`src/rtl/vga_pkg.sv`:
```
// Shared VGA timing defaults, derived totals/sync bounds and pixel types.
package vga_pkg;

    localparam int COORD_W = 10;

    localparam int DEF_H_VISIBLE = 640;
    localparam int DEF_H_FP      = 16;
    localparam int DEF_H_SYNC    = 96;
    localparam int DEF_H_BP      = 48;
    localparam int DEF_V_VISIBLE = 480;
    localparam int DEF_V_FP      = 10;
    localparam int DEF_V_SYNC    = 2;
    localparam int DEF_V_BP      = 33;

    localparam int H_TOTAL      = DEF_H_VISIBLE + DEF_H_FP + DEF_H_SYNC + DEF_H_BP;
    localparam int V_TOTAL      = DEF_V_VISIBLE + DEF_V_FP + DEF_V_SYNC + DEF_V_BP;
    localparam int H_SYNC_START = DEF_H_VISIBLE + DEF_H_FP;
    localparam int H_SYNC_END   = H_SYNC_START + DEF_H_SYNC - 1;
    localparam int V_SYNC_START = DEF_V_VISIBLE + DEF_V_FP;
    localparam int V_SYNC_END   = V_SYNC_START + DEF_V_SYNC - 1;

    typedef logic [COORD_W-1:0] coord_t;

    typedef struct packed {
        logic [7:0] r;
        logic [7:0] g;
        logic [7:0] b;
    } rgb_t;

endpackage

```
`src/rtl/wrap_counter.sv`:
```
// Enabled up-counter that returns to zero after MAX; wrap is high on the enabled cycle at MAX.
module wrap_counter
    import vga_pkg::*;
#(
    parameter int WIDTH = COORD_W,
    parameter int MAX   = H_TOTAL - 1
) (
    input  logic             clk,
    input  logic             rst,
    input  logic             en,
    output logic [WIDTH-1:0] count,
    output logic             wrap
);

    assign wrap = en && (count == WIDTH'(MAX));

    always_ff @(posedge clk or posedge rst) begin
        if (rst) begin
            count <= '0;
        end else if (en) begin
            count <= wrap ? '0 : count + 1'b1;
        end
    end

endmodule

```
`src/rtl/vga_timing_gen.sv`:
```
// VGA raster timing from a half-rate pixel tick; sync/blank/RGB are registered one pixel behind DrawX/DrawY.
// frame_start is a single-Clk pulse on the Clk after the last pixel of a frame.
module vga_timing_gen
    import vga_pkg::*;
#(
    parameter int H_VISIBLE = DEF_H_VISIBLE,
    parameter int H_FP      = DEF_H_FP,
    parameter int H_SYNC    = DEF_H_SYNC,
    parameter int H_BP      = DEF_H_BP,
    parameter int V_VISIBLE = DEF_V_VISIBLE,
    parameter int V_FP      = DEF_V_FP,
    parameter int V_SYNC    = DEF_V_SYNC,
    parameter int V_BP      = DEF_V_BP
) (
    input  logic       Clk,
    input  logic       Reset,
    input  logic [7:0] Red_in,
    input  logic [7:0] Green_in,
    input  logic [7:0] Blue_in,
    output coord_t     DrawX,
    output coord_t     DrawY,
    output logic       frame_start,
    output logic       VGA_CLK,
    output logic       VGA_HS,
    output logic       VGA_VS,
    output logic       VGA_BLANK_N,
    output logic       VGA_SYNC_N,
    output logic [7:0] VGA_R,
    output logic [7:0] VGA_G,
    output logic [7:0] VGA_B
);

    localparam int HTOT   = H_VISIBLE + H_FP + H_SYNC + H_BP;
    localparam int VTOT   = V_VISIBLE + V_FP + V_SYNC + V_BP;
    localparam int HS_LO  = H_VISIBLE + H_FP;
    localparam int HS_HI  = HS_LO + H_SYNC - 1;
    localparam int VS_LO  = V_VISIBLE + V_FP;
    localparam int VS_HI  = VS_LO + V_SYNC - 1;

    logic pix_en;
    logic tick;
    logic h_wrap;
    logic v_wrap;
    logic visible;
    logic in_hsync;
    logic in_vsync;
    rgb_t rgb_q;

    always_ff @(posedge Clk or posedge Reset) begin
        if (Reset) begin
            pix_en <= 1'b0;
        end else begin
            pix_en <= ~pix_en;
        end
    end

    assign tick = pix_en;

    wrap_counter #(.WIDTH(COORD_W), .MAX(HTOT - 1)) u_hc (
        .clk   (Clk),
        .rst   (Reset),
        .en    (tick),
        .count (DrawX),
        .wrap  (h_wrap)
    );

    wrap_counter #(.WIDTH(COORD_W), .MAX(VTOT - 1)) u_vc (
        .clk   (Clk),
        .rst   (Reset),
        .en    (tick & h_wrap),
        .count (DrawY),
        .wrap  (v_wrap)
    );

    // Decoded from the pre-increment counters so the registered outputs describe the pixel just drawn.
    assign visible  = (DrawX < coord_t'(H_VISIBLE)) && (DrawY < coord_t'(V_VISIBLE));
    assign in_hsync = (DrawX >= coord_t'(HS_LO)) && (DrawX <= coord_t'(HS_HI));
    assign in_vsync = (DrawY >= coord_t'(VS_LO)) && (DrawY <= coord_t'(VS_HI));

    always_ff @(posedge Clk or posedge Reset) begin
        if (Reset) begin
            VGA_HS      <= 1'b1;
            VGA_VS      <= 1'b1;
            VGA_BLANK_N <= 1'b0;
            rgb_q       <= '0;
            frame_start <= 1'b0;
        end else begin
            frame_start <= v_wrap;
            if (tick) begin
                VGA_HS      <= ~in_hsync;
                VGA_VS      <= ~in_vsync;
                VGA_BLANK_N <= visible;
                rgb_q       <= visible ? rgb_t'{r: Red_in, g: Green_in, b: Blue_in} : '0;
            end
        end
    end

    assign VGA_CLK    = pix_en;
    assign VGA_SYNC_N = 1'b0;
    assign VGA_R      = rgb_q.r;
    assign VGA_G      = rgb_q.g;
    assign VGA_B      = rgb_q.b;

endmodule
```
`config.mk`:
```
export PLATFORM = sky130hd
export DESIGN_NAME = vga_timing_gen
export DESIGN_NICKNAME = d
export VERILOG_FILES = /design/src/rtl/vga_pkg.sv /design/src/rtl/wrap_counter.sv /design/src/rtl/vga_timing_gen.sv
export SDC_FILE = /design/constraint.sdc
export NUM_CORES = 1
export LEC_CHECK = 0
export BUFFER_PORTS_ARGS = -buffer_cell sky130_fd_sc_hd__buf_2
export CAP_MARGIN = 20
export CORE_MARGIN = 4
export CORE_UTILIZATION = 50
export CTS_BUF_LIST = sky130_fd_sc_hd__clkbuf_2
export DETAILED_ROUTE_END_ITERATION = 8
export PLACE_DENSITY_LB_ADDON = 0.05
export SYNTH_ARGS = -nofsm -noshare
export SYNTH_HDL_FRONTEND = slang
export SYNTH_HIERARCHICAL = 1
export SYNTH_SLANG_ARGS = --single-unit
```
`constraint.sdc`:
```
create_clock -name Clk -period 5.6 [get_ports Clk]
set_input_delay 0.56 -clock Clk [delete_from_list [all_inputs] [get_ports Clk]]
set_output_delay 0.56 -clock Clk [all_outputs]
set_load 0.01 [all_outputs]
```
Word level (Yosys, flattened, before mapping)
Cells that the tools add are included.
{"block": "totals", "reg_bits": 49, "in_bits": 26, "out_inout_bits": 50, "word_cells": 32}
{"block": "classes", "n_addsub": 2, "n_lt_le_gt_ge": 6, "eq_ne": 2, "muxes": 3, "bitwise": 4, "n_reduce_logical": 5}
{"cell": "24-bit two-way mux", "count": 1}
{"cell": "10-bit by 1-bit adder with 10-bit output (second input constant)", "count": 2}
{"cell": "10-bit == test (second input constant)", "count": 2}
{"cell": "10-bit two-way mux", "count": 2}
{"cell": "10-bit >= comparator (second input constant)", "count": 1}
{"cell": "10-bit by 9-bit >= comparator with 1-bit output (second input constant)", "count": 1}
{"cell": "10-bit less-or-equal comparator (second input constant)", "count": 1}
{"cell": "10-bit by 9-bit less-or-equal comparator with 1-bit output (second input constant)", "count": 1}
{"cell": "10-bit less-than comparator (second input constant)", "count": 1}
{"cell": "10-bit by 9-bit less-than comparator with 1-bit output (second input constant)", "count": 1}
{"cell": "1-bit logical AND", "count": 5}
{"cell": "1-bit NOT", "count": 3}
{"cell": "1-bit AND", "count": 1}

Logic depth before layout (Yosys ltp)
{"block": "logic_depth", "depth_word": 5, "depth_mapped": 9}

Modules after synthesis
Netlist, hierarchy kept.
{"mod": "vga_timing_gen", "n_inst": 1, "cells_per_inst": 77, "area_each_um2": 1096.1, "seq_area_each_um2": 728.2}
{"mod": "wrap_counter at u_hc", "n_inst": 1, "cells_per_inst": 49, "area_each_um2": 534.3, "seq_area_each_um2": 250.2}
{"mod": "wrap_counter at u_vc", "n_inst": 1, "cells_per_inst": 54, "area_each_um2": 504.2, "seq_area_each_um2": 250.2}

Worst setup path after synthesis
OpenSTA, ideal clock, no wires.
{"block": "synth_timing", "kind": "reg-to-reg", "from": "reg pix_en (netlist: VGA_CLK)", "to": "reg u_vc.count[7]", "setup_time_ps": 127, "arrival_time_ps": 2006, "path_slack_ps": 3467, "path_stages_with_launch": 10, "path_buffers": 2, "path_cell_list": "dfrtp_1 > buf_4 > nand4_4 > nor4_4 > and2_1 > clkbuf_2 > nand3_1 > nor2_1 > nand4_1 > xnor2_1"}
{"block": "synth_between", "elab_chain_len": 4}
{"item": "start: declaration", "line_no": "vga_timing_gen.sv:40", "rtl": "logic pix_en;"}
{"item": "start signal: assignment", "line_no": "vga_timing_gen.sv:53", "rtl": "pix_en <= ~pix_en;"}
{"item": "1-bit logical AND (*)", "line_no": "wrap_counter.sv:15", "rtl": "assign wrap = en && (count == WIDTH'(MAX));"}
{"item": "via h_wrap", "line_no": "vga_timing_gen.sv:42", "rtl": "logic h_wrap;"}
{"item": "1-bit AND (*)", "line_no": "vga_timing_gen.sv:70", "rtl": ".en (tick & h_wrap),"}
{"item": "1-bit logical AND", "line_no": "wrap_counter.sv:15"}
{"item": "10-bit two-way mux", "line_no": "wrap_counter.sv:21", "rtl": "count <= wrap ? '0 : count + 1'b1;"}
{"item": "end signal: assignment", "line_no": "wrap_counter.sv:21"}
{"item": "end: declaration", "line_no": "wrap_counter.sv:11", "rtl": "output logic [WIDTH-1:0] count,"}
Mark *: on every way through the listed nets, which the timed path passes. The rest lies on a longest branch.
A chain may end at the register's enable or synchronous reset.

Final worst setup path
Ends and elaborated chain as after synthesis.

==> results.toml <==
[die]
core_area_um2 = 4060
dieArea_um2 = 5380
start_util_pct = 52.6
ios = 76
die_w_um = 73.3
row_count = 23
die_h_um = 73.3

[timing]
setup_viol = 0
hold_viol = 0
tns_ps = 0
slew_viol_final = 0
whs_ps = 56.8
min_period_over_period_pct = 43.2
rsz0062_at_grt = "false"
relSlewSlack_pct = 38.7
fin_crit_ps = 2420
tightestPinTransition_ps = 919
fin_skew_ps = 14.2
max_freq_mhz = 413

[route]
first_iter_violations = 60
avgRoutedWirePerCell_um = 15.1
route.detailed.drc = 0
wl_mm = 4.62
vias = 1631
via_per_inst = 5.35
first_pass_iters = 4
postRouteAntennaNets = 0

[clock_network]
postCtsSetupRepairBufs = 0
clk_latency_ps = 410
cts_tree = "done"
cts_resized = 0
clockBufferDepth = 2
clkSlewWorstSetupHoldPaths_ps = 240
cts_sinks = 49
hold_buffers = 0
cts_inserted_buffers = 5
htree_levels = 2
clockRootBuffer = "clkbuf_2"

[worst_setup_path]
regToRegStartpoint = "VGA_CLK$_DFF_PP0_"
critPathMaxStageDelay_ps = 740
cp_max_fo = 17
criticalPathCategory = "reg2reg"
slowest_stage = "dfrtp_1"
crit_chain = "nand4_4 -> nor4_4 -> and2_1 -> nand3_1 -> nor2_1 -> nand4_1 -> xnor2_1"
cpLargestDelayFamily = "simple AND/OR/NAND/NOR gates"
required_ps = 5930
critPathLaunchType = "register"
cp_num_buf_inv = 0
cp.arrival_ps = 2760
startpoint = "VGA_CLK$_DFF_PP0_"
end_kind = "register"

[synth]
yosysSeqAreaShare_pct = 57.6
synth_nets = 209
synth_simple_gate_area_share_pct = 16.2
synth_ff_type = "dfrtp_1"
synth_area_um2 = 2130
yosys.cell_types.count = 42
synth_top_family_by_area = "simple AND/OR/NAND/NOR gates"
async_flop_share_pct = 100
ys_ff_latch = 49
synthXorXnorAreaFrac_pct = 4.10
postSynthAreaPerCell_um2 = 11.9
synth_edf_count = 0
muxShareOfSynthArea_pct = 0
synth_compound_gate_area_share_pct = 15.3
synthAdderAreaFrac_pct = 1.76
postSynthCellCount = 180
synth_warnings = 6

[final_layout]
num_antenna_cells = 0
final_nets = 283
drive_above_1_share_pct = 35.7
area_growth_pct = 21.5

[hold_path]
hold_path_class = "in2async"

[global_route]
grt_pass1_wl_mm = 7.36
grt_usage_pct = 17.6
grt_max_degree = 30
grt_pass1_vias = 1524
antenna_found_initial = 0
overflow = 0

[run]
cap_violations = 0

[pwr]
peakVddDrop_v = 0.000216
p_leak_uw = 0.00131
power.density_nw_per_um2 = 230

[placement]
port_buffers = 74
place.detailed.hpwl_mm = 3.25
gp_congestion = 0.774

[status]
outcome = "complete, no violations"
[registers in the layout, summed over array words and instances (netlist names)]
name and count:
u_hc/count 10, VGA_R 8, frame_start 1, u_vc/count 10, VGA_BLANK_N 1, VGA_HS 1, VGA_CLK 1, VGA_G 8
VGA_VS 1, VGA_B 8
[worst reg2reg max path, cell delays in order (launching register included)]
cell     delay (ps)
dfrtp_1         740
nand4_4         240
nor4_4          400
and2_1          330
nand3_1         180
nor2_1          180
nand4_1         130
xnor2_1         150
[cells in the final DEF (no fill, tap or decap), types with 4 or more instances in the layout]
master,n
a22o_1,24
buf_2,74
clkbuf_2,6
dfrtp_1,47
inv_1,8
nand2_1,13
nand2b_1,4
nand4_1,8
nor2_1,9
nor3_1,5
o21ai_0,7
xnor2_1,6
xor2_1,4
[metrics by stage]
stage	utilization [%]	instance area [um2]	setup slack, ps	power, uW	std cells
after floorplan	-	2130	3470	392	180
after global placement	61.5	2500	3280	412	296
after detailed placement	61.5	2500	3200	412	296
after CTS	63.2	2570	3170	601	304
after global routing	63.9	2590	2980	623	305
final	63.9	2590	3180	596	305
[cell families (layout without fill, tap and decap cells)]
kind of cell / Yosys count / count (layout)
compound gates: 43 / 43
xor+xnor: 10 / 10
fa+ha+maj: 3 / 3
buf+inv: 17 / 92
flops: 49 / 49
other cells: 1 / 1
simple gates: 57 / 57
[cell usage after synthesis, drive strengths merged, types with 2 or more instances]
library cell	number	area (um2)
a21o	3	22.5
a21oi	4	23.8
a22o	24	210
and3	2	12.5
and4	2	18.8
buf	6	61.3
clkbuf	2	8.75
dfrtp	47	1180
dfstp	2	52.6
ha	3	37.5
inv	9	33.8
nand2	13	48.8
nand2b	4	25.0
nand3	3	15.0
nand4	9	71.3
nor2	9	33.8
nor3	5	25.0
nor4	2	27.5
o21ai	7	35.0
o22ai	2	12.5
or3	2	12.5
xnor2	6	52.6
xor2	4	35.0
[worst paths after layout]
check                                                  to  slack, ps  cells past startpoint
worst max-delay path            u_vc/count[7]$_DFFE_PP0P_       3180                      7
worst min-delay path                 VGA_R[4]$_DFFE_PP0P_         60                      2
worst max register to register  u_vc/count[7]$_DFFE_PP0P_       3180                      7
worst min register to register         VGA_HS$_DFFE_PP1P_        510                      2
max in group asynchronous            VGA_G[5]$_DFFE_PP0P_       5140                      3
min in group Clk                     VGA_R[5]$_DFFE_PP0P_        330                      2
[metal layers]
layer / part of all wire [%] / GRT usage (%)
met5: 0 / 0
met4: 1.1 / 6.24
met3: 7.2 / 4.38
met2: 45 / 26.8
met1: 47 / 24.6
[report_power, final]
part	switching, uW	total, uW	internal (uW)	leakage (uW)
registers	4.30	368	363	0.000602
clock network	110	188	78.4	0.0000432
logic	20.4	40.3	19.9	0.000664
[cell type report]
cell class | count | area (um2)
multi-input combinational | 114 | 802
clock inverter | 2 | 38.8
sequential | 49 | 1230
tap | 50 | 62.6
inverter | 9 | 33.8
timing repair buffer | 75 | 398
fill | 337 | 1460
clock buffer | 6 | 30.0
No activity file was read; power rests on OpenSTA's default activity.
